File: src/rtl/s2neuron_pkg.sv
`default_nettype none
// ---------------------------------------------------------------------------
// s2neuron_pkg : Q12.20 constants, FSM encoding and saturation helper.
// Revision 1.0
// ---------------------------------------------------------------------------
package s2neuron_pkg;

  localparam int DATA_W = 32;
  localparam int INT_W  = 12;
  localparam int FRAC_W = 20;
  localparam int GUARD  = 4;
  localparam int WIDE_W = 64;

  localparam logic [DATA_W-1:0] Q_ONE = DATA_W'(1) << FRAC_W;

  typedef enum logic [1:0] {
    IDLE  = 2'd0,
    ACCUM = 2'd1,
    DONE  = 2'd2,
    HOLD  = 2'd3
  } state_t;

  typedef struct packed {
    logic [DATA_W-1:0] value;
    logic              flag;
  } sat_t;

  // Fits in DATA_W only when every bit from the DATA_W sign bit upward agrees.
  function automatic sat_t saturate(input logic [WIDE_W-1:0] val);
    sat_t                   res;
    logic [WIDE_W-DATA_W:0] top;
    top      = val[WIDE_W-1:DATA_W-1];
    res.flag = !((&top) || !(|top));
    if (!res.flag) begin
      res.value = val[DATA_W-1:0];
    end else if (val[WIDE_W-1]) begin
      res.value = {1'b1, {(DATA_W-1){1'b0}}};
    end else begin
      res.value = {1'b0, {(DATA_W-1){1'b1}}};
    end
    return res;
  endfunction

endpackage
`default_nettype wire

File: src/rtl/s2neuron_accum_lane.sv
`default_nettype none
// ---------------------------------------------------------------------------
// s2neuron_accum_lane : one lane of guarded accumulation, saturation and ReLU.
// Revision 1.0
// ---------------------------------------------------------------------------
module s2neuron_accum_lane #(
  parameter int DATA_W = 32,
  parameter int GUARD  = 4
) (
  input  logic              clk,
  input  logic              rst,
  input  logic              i_load,
  input  logic              i_add,
  input  logic              i_done,
  input  logic              i_relu,
  input  logic [DATA_W-1:0] i_y,
  output logic [DATA_W-1:0] o_y,
  output logic              o_sat
);
  import s2neuron_pkg::*;

  localparam int ACC_W = DATA_W + GUARD;

  logic [ACC_W-1:0]  r_acc;
  logic [DATA_W-1:0] r_y;
  logic              r_sat;
  logic [ACC_W-1:0]  w_ext;
  logic [WIDE_W-1:0] w_wide;
  sat_t              w_sat;
  logic [DATA_W-1:0] w_relu;

  assign w_ext  = {{GUARD{i_y[DATA_W-1]}}, i_y};
  assign w_wide = {{(WIDE_W-ACC_W){r_acc[ACC_W-1]}}, r_acc};
  assign w_sat  = saturate(w_wide);
  assign w_relu = (i_relu && w_sat.value[DATA_W-1]) ? '0 : w_sat.value;

  always_ff @(posedge clk or posedge rst) begin
    if (rst) begin
      r_acc <= '0;
      r_y   <= '0;
      r_sat <= 1'b0;
    end else begin
      if (i_load) begin
        r_acc <= w_ext;
        r_sat <= 1'b0;
      end else if (i_add) begin
        r_acc <= r_acc + w_ext;
      end
      if (i_done) begin
        r_y   <= w_relu;
        r_sat <= w_sat.flag;
      end
    end
  end

  assign o_y   = r_y;
  assign o_sat = r_sat;

endmodule
`default_nettype wire

File: src/rtl/s2neuron_accum.sv
`default_nettype none
// ---------------------------------------------------------------------------
// s2neuron_accum : lane-wise Q12.20 sequence accumulator with saturation,
//                  optional ReLU and a valid/ready result handshake.
// Revision 1.0
// ---------------------------------------------------------------------------
module s2neuron_accum #(
  parameter int N_OUT  = 8,
  parameter int DATA_W = 32,
  parameter int INT_W  = 12,
  parameter int FRAC_W = 20,
  parameter int DEPTH  = 16,
  parameter int GUARD  = 4
) (
  input  logic                    clk,
  input  logic                    rst,
  input  logic                    in_valid,
  output logic                    in_ready,
  input  logic                    in_last,
  input  logic [N_OUT*DATA_W-1:0] y_in,
  input  logic                    relu_en,
  output logic                    out_valid,
  input  logic                    out_ready,
  output logic [N_OUT*DATA_W-1:0] y_out,
  output logic [N_OUT-1:0]        sat_flag,
  output logic                    len_err,
  output logic                    busy
);
  import s2neuron_pkg::*;

  localparam int CNT_W  = $clog2(DEPTH) + 1;
  localparam int LANE_W = INT_W + FRAC_W;

  state_t           r_state;
  state_t           w_next;
  logic [CNT_W-1:0] r_cnt;
  logic             r_in_ready;
  logic             r_len_err;
  logic             r_relu;

  logic w_beat;
  logic w_cnt_full;
  logic w_load;
  logic w_add;
  logic w_done;
  logic w_close;

  assign w_beat     = in_valid & r_in_ready;
  assign w_cnt_full = (r_cnt == CNT_W'(DEPTH - 1));
  assign w_close    = (w_load | w_add) & (w_next == DONE);

  always_comb begin
    w_next = r_state;
    w_load = 1'b0;
    w_add  = 1'b0;
    w_done = 1'b0;
    case (r_state)
      IDLE: begin
        if (w_beat) begin
          w_load = 1'b1;
          w_next = in_last ? DONE : ACCUM;
        end
      end
      ACCUM: begin
        if (w_beat) begin
          w_add = 1'b1;
          if (in_last || w_cnt_full) begin
            w_next = DONE;
          end
        end
      end
      DONE: begin
        w_done = 1'b1;
        w_next = HOLD;
      end
      HOLD: begin
        if (out_ready) begin
          w_next = IDLE;
        end
      end
      default: w_next = IDLE;
    endcase
  end

  // in_ready is registered from the next state so it stays low through reset.
  always_ff @(posedge clk or posedge rst) begin
    if (rst) begin
      r_state    <= IDLE;
      r_in_ready <= 1'b0;
      r_cnt      <= '0;
      r_len_err  <= 1'b0;
      r_relu     <= 1'b0;
    end else begin
      r_state    <= w_next;
      r_in_ready <= (w_next == IDLE) || (w_next == ACCUM);
      if (w_load) begin
        r_cnt     <= CNT_W'(1);
        r_len_err <= 1'b0;
      end else if (w_add) begin
        r_cnt <= r_cnt + CNT_W'(1);
        if (w_cnt_full && !in_last) begin
          r_len_err <= 1'b1;
        end
      end else if ((r_state == HOLD) && out_ready) begin
        r_cnt <= '0;
      end
      if (w_close) begin
        r_relu <= relu_en;
      end
    end
  end

  generate
    for (genvar gi = 0; gi < N_OUT; gi++) begin : g_lane
      s2neuron_accum_lane #(
        .DATA_W (LANE_W),
        .GUARD  (GUARD)
      ) u_lane (
        .clk    (clk),
        .rst    (rst),
        .i_load (w_load),
        .i_add  (w_add),
        .i_done (w_done),
        .i_relu (r_relu),
        .i_y    (y_in[gi*DATA_W +: DATA_W]),
        .o_y    (y_out[gi*DATA_W +: DATA_W]),
        .o_sat  (sat_flag[gi])
      );
    end
  endgenerate

  assign in_ready  = r_in_ready;
  assign out_valid = (r_state == HOLD);
  assign busy      = (r_state != IDLE);
  assign len_err   = r_len_err;

endmodule
`default_nettype wire

File: config.mk
export PLATFORM = sky130hd
export DESIGN_NAME = s2neuron_accum
export DESIGN_NICKNAME = d
export VERILOG_FILES = /design/src/rtl/s2neuron_pkg.sv /design/src/rtl/s2neuron_accum_lane.sv /design/src/rtl/s2neuron_accum.sv
export SDC_FILE = /design/constraint.sdc
export NUM_CORES = 2
export LEC_CHECK = 0
export BUFFER_PORTS_ARGS = -buffer_cell sky130_fd_sc_hd__buf_4
export CAP_MARGIN = 20
export CORE_UTILIZATION = 62
export DETAILED_ROUTE_END_ITERATION = 8
export HOLD_SLACK_MARGIN = 0.03
export PLACE_DENSITY = 0.84
export SLEW_MARGIN = 30
export SYNTH_ARGS = -nofsm -noshare
export SYNTH_HDL_FRONTEND = slang
export SYNTH_SLANG_ARGS = --single-unit
File: constraint.sdc
create_clock -name clk -period 41.7 [get_ports clk]
set_input_delay 4.17 -clock clk [delete_from_list [all_inputs] [get_ports clk]]
set_output_delay 4.17 -clock clk [all_outputs]
set_load 0.005 [all_outputs]
==> Word level (Yosys, flattened, before mapping) <==
Cells that the tools add are included.
{ "word_totals": {"reg_bits": 562, "inputBits": 262, "output_inout_bits": 268, "wordCells": 173} }
{ "op_classes": {"add_sub_neg": 9, "n_eq_ne": 6, "n_mux": 65, "bitwise_logic": 3, "n_reduce_logical": 61} }
{ "ops": {"columns": ["cell", "count"], "rows": [
  ["$mux W32", 24],
  ["$mux W36", 16],
  ["$add A36 B36 Y36", 8],
  ["$reduce_and A5 Y1", 8],
  ["$reduce_or A5 Y1", 8],
  ["$logic_not A1 Y1", 17],
  ["$mux W1", 16],
  ["$mux W5", 3],
  ["$logic_and A1 B1 Y1", 10],
  ["$logic_or A1 B1 Y1", 10],
  ["$mux W2", 5],
  ["$pmux W2 S4", 1],
  ["$reduce_bool A2 Y1", 4],
  ["$eq A2 B2 Y1 const B", 3],
  ["$add A5 B1 Y5 const B", 1],
  ["$eq A5 B4 Y1 const B", 1],
  ["$eq A2 B1 Y1 const B", 2],
  ["$logic_not A2 Y1", 2],
  ["$reduce_bool A3 Y1", 1],
  ["$and A1 B1 Y1", 2],
  ["$reduce_and A2 Y1", 1],
  ["$or A1 B1 Y1", 1]
]} }

==> Longest topological paths before layout <==
{ "logic_depth": {"word_depth": 7, "mapped_depth": 13, "mapped_depth_nobuf": 13} }

==> Cells and area by module <==
From an unflattened synthesis, not the netlist that was laid out.
{ "unflattened": {"cells_unflattened": 4729, "area_unflattened_um2": 40103.5} }
{ "by_module_without_submodules": {"columns": ["module", "n_inst", "cells_per_inst", "area_each_um2"], "rows": [
  ["s2neuron_accum_lane (g_lane[3].u_lane ...)", 5, 597, 4986.0],
  ["s2neuron_accum_lane (g_lane[0].u_lane ...)", 3, 563, 4865.9],
  ["s2neuron_accum", 1, 55, 575.6]
]} }

==> Worst setup path after synthesis <==
OpenSTA, ideal clock, no wires.
{ "synth_path": {"path_type": "input to register", "startpoint": "in y_in[0]", "endpoint": "reg g_lane[0].u_lane.r_acc[34]", "setup_ps": 124, "arrival_ps": 6707, "required_time_ps": 41576, "setup_slack_ps": 34869, "cell_stages": 13, "path_buffers": 0, "path_cell_list": "ha_1 -> inv_1 -> fa_1 -> and2b_1 -> o31a_1 -> o221a_4 -> a31oi_4 -> o41ai_4 -> a31oi_4 -> o31ai_1 -> a21oi_1 -> mux2i_1 -> a211o_1"} }
{ "synth_via": {"elab_chain_cells": 3} }
{ "synth_lines": {"columns": ["element", "line", "text"], "rows": [
  ["start, declared", "s2neuron_accum.sv:20", "input logic [N_OUT*DATA_W-1:0] y_in,"],
  ["$add A36 B36 Y36", "s2neuron_accum_lane.sv:47", "r_acc <= r_acc + w_ext;"],
  ["$mux W36", "s2neuron_accum_lane.sv:46", "end else if (i_add) begin"],
  ["$mux W36", "s2neuron_accum_lane.sv:43", "if (i_load) begin"],
  ["end signal, assigned", "s2neuron_accum_lane.sv:44", "r_acc <= w_ext;"],
  ["end signal, assigned", "s2neuron_accum_lane.sv:47", null],
  ["end, declared", "s2neuron_accum_lane.sv:24", "logic [ACC_W-1:0] r_acc;"]
]} }
Every way passes these cells. The select of a mux whose other input is x is not followed.
A chain may end at the register's enable or synchronous reset.

==> Worst setup path in the final report <==
{ "layout_path": {"startpoint": "in in_valid", "endpoint": "reg g_lane[5].u_lane.r_acc[25]"} }
{ "layout_via": {"elab_chain_cells": 4, "word_cells_on_any_way": 6} }
{ "layout_lines": {"columns": ["element", "line", "text"], "rows": [
  ["start, declared", "s2neuron_accum.sv:17", "input logic in_valid,"],
  ["$and A1 B1 Y1 (*)", "s2neuron_accum.sv:48", "assign w_beat = in_valid & r_in_ready;"],
  ["$mux W1 (*)", "s2neuron_accum.sv:59, s2neuron_accum.sv:65", null],
  ["$mux W1", "s2neuron_accum.sv:57", "case (r_state)"],
  ["$mux W36 / $reduce_bool A2 Y1 (equally long branches)", null, null],
  ["end signal, assigned", "s2neuron_accum_lane.sv:44", null],
  ["end signal, assigned", "s2neuron_accum_lane.sv:47", null],
  ["end, declared", "s2neuron_accum_lane.sv:24", null]
]} }
Mark *: on every way between the ends. The rest lies on a longest branch, timed or not.

==> impl_metrics.py <==
metrics = {
    "floorplanning": {
        "die_h_um": 250.9,
        "die_w_um": 250.9,
        "initial_core_util_pct": 63.17,
        "die_area_mm2": 0.06296,
        "io_pins": 530,
        "rows": 90,
        "core-area_mm2": 0.06081,
    },
    "finish": {
        "final_cell_area_mm2": 0.04498,
        "final_cell_mix": "o21ai_0, nand2_1, dfrtp_1",
        "layout.nets": 5534,
        "fillers": 4631,
        "final_common_cell": "o21ai_0",
        "area_delta_synth_final_pct": 17.10,
        "drive_above_1_share_pct": 15.07,
    },
    "placed_design": {
        "io_buffers": 529,
        "place_congestion": 0.9368,
        "preCtsSetupSlack_ps": 34270,
        "dpl.hpwl_um": 78220,
        "placed_cell_area_mm2": 0.04278,
    },
    "grt": {
        "grt_max_degree": 228,
        "overflow": 0,
        "antenna_found_initial": 20,
        "track_usage_pct": 35.24,
        "grt_pass1_wl_um": 181800,
        "grt_pass1_vias": 34925,
    },
    "clocking": {
        "cts_hold_buf": 0,
        "clk_latency_ps": 620,
        "cts_buffers": 61,
        "htree_levels": 2,
        "cts_resized": 0,
        "cts_setup_buffers": 0,
        "cts_tree": "done",
        "clockBufferDepth": 3,
        "path_clk_slew_ps": 60,
        "cts.sinks": 562,
        "root_buffer": "clkbuf_16",
    },
    "hold_path": {
        "min_to": "g_lane[6].u_lane.o_y[31]",
        "min_path_cells": 2,
        "hp-class": "reg2reg",
        "holdCritStartpoint": "g_lane[6].u_lane.o_y[31]",
    },
    "pwr": {
        "finalPower_mw": 3.760,
        "p_per_area_mw_per_mm2": 83.59,
        "peakVddDrop_uv": 49.52,
        "leakage_nw": 21.77,
    },
    "timing": {
        "final.period_utilization_pct": 16.34,
        "tns_ps": 0,
        "tightestPinTransition_ps": 965.6,
        "rsz0062_at_grt": "false",
        "drv_slew": 0,
        "fin_worst_hold_slack_ps": 466.2,
        "relSlewSlack_pct": 35.33,
        "finalClockSkew_ps": 11.86,
        "setup-violations-final": 0,
        "hold_viol": 0,
        "min_period_ps": 6813,
        "max_freq_mhz": 146.8,
        "final.setup.worst_slack_ps": 34890,
    },
    "setup_path": {
        "rr_worst_depth": 7,
        "worstPathArrival_ps": 7270,
        "r2r_start": "r_state[0]",
        "r2r_end": "g_lane[4].u_lane.o_y[28]",
        "crit_fanout": 164,
        "worstSetupEndpointType": "flop",
        "reg2reg_setup_slack_ps": 38080,
        "critPathKind": "in2reg",
        "required_ps": 42160,
        "start_kind": "primary input",
    },
    "synth": {
        "yosys_warnings": 0,
        "synth-seq-area-share_pct": 36.61,
        "syn_nets": 5157,
        "ys.flop_type": "dfrtp_1",
        "synth_cells": 4605,
        "synth_top_area_share_pct": 36.61,
        "synth_area_mm2": 0.03841,
        "ys_types": 98,
        "ys_ff_latch": 562,
        "yosysTopAreaCell": "dfrtp_1",
        "async_flop_share_pct": 100.0,
        "synth-edff-count": 0,
        "netlist_top_cells_area": "dfrtp_1, o21ai_0, ha_1, a21oi_1, nand2_1",
        "syn-mean-instance-area_um2": 8.342,
    },
    "route": {
        "wirelength_um": 112800,
        "viasPerCell": 6.241,
        "vias": 36394,
        "first_pass_iters": 6,
        "wl_per_cell_um": 19.35,
        "drt_iter0_markers": 2686,
        "drc": 0,
        "final_antenna_net_count": 0,
    },
    "run_status": {
        "run_status": "finished clean",
    },
    "job": {
        "drv_cap": 0,
    },
}
## power by group
part | total [mW] | switching, mW | leakage [nW] | internal, mW
logic | 2.17 | 1.25 | 13.7 | 0.921
clock network | 0.571 | 0.232 | 1.03 | 0.339
registers | 1.01 | 0.212 | 7.03 | 0.802
total | 3.76 | 1.70 | 21.8 | 2.06
## cells by family after synthesis
group	count (synthesis)	share of synthesized area [%]
compound gates	1740	26.47
xor+xnor	214	4.879
fa+ha+maj	290	9.602
buf+inv	356	3.723
flops	562	36.61
mux	150	3.931
simple gates	1293	14.78
## stage by stage
step           instances  utilization, %
2_1_floorplan       4605               -
6_report            5831           73.98
4_1_cts             5810           73.81
5_1_grt             5828           73.96
3_5_place_dp        5699           70.36
3_3_place_gp        5698           70.29
## sequential cells by signal, summed over array words and instances, names as in the netlist
signal	flops
len_err	1
r_state	2
r_cnt	5
g_lane.u_lane.r_acc	288
g_lane.u_lane.o_sat	8
in_ready	1
g_lane.u_lane.o_y	256
r_relu	1
## area by class of cell
type	instances	area, µm²	share of cell area [%]
repair buffers	567	4362	9.696
flip-flops and latches	562	14070	31.27
well taps	782	978.4	2.175
clock inverters	27	365.4	0.8122
multi-input cells	3687	23030	51.20
diodes	19	47.55	0.1057
inverters	103	399.1	0.8873
clock buffers	84	1733	3.852
## critical path, cell delays in order
cell and delay [ps]:
buf_4 110, nand2_1 180, or2_4 580, buf_4 690, buf_12 410, buf_16 480
a311oi_1 140, a21oi_1 200, a21oi_1 70
## cells in the mapped netlist (13+ instances only)
cell	instances
a211oi_1	36
a21o_1	137
a21oi_1	540
a31oi_1	56
and3_1	71
buf_1	23
clkbuf_1	213
dfrtp_1	562
ha_1	282
inv_1	102
mux2i_1	143
nand2_1	683
nand2b_1	18
nand3_1	67
nand4_1	35
nor2_1	248
nor2b_1	37
nor3_1	50
o211ai_1	26
o21a_1	36
o21ai_0	708
o21ai_1	16
o21bai_1	28
o31ai_1	20
or2_2	13
or3_1	18
xnor2_1	126
xor2_1	88
## per-layer routing
layer / GRT usage, % / routed length, µm / vias to the layer above
li1: - / - / 17325
met1: 46.05 / 46440 / 17399
met2: 56.89 / 52550 / 1381
met3: 6.844 / 8822 / 281
met4: 15.87 / 4939 / 8
met5: 0 / 55 / -
## worst max-delay path by stage
stage              from                    endpoint  slack [ps]  depth (start not counted)
3_3_place_gp        rst  g_lane[4].u_lane.r_acc[31]       34300                          5
4_1_cts             rst  g_lane[5].u_lane.r_acc[21]       34930                          5
5_1_grt        in_valid  g_lane[5].u_lane.r_acc[25]       34660                          9
6_report       in_valid  g_lane[5].u_lane.r_acc[25]       34890                          9
3_5_place_dp        rst  g_lane[2].u_lane.r_acc[15]       34270                          5
2_1_floorplan       rst      g_lane[0].u_lane.o_sat       21810                          1
(Power assumes the default switching activity.)
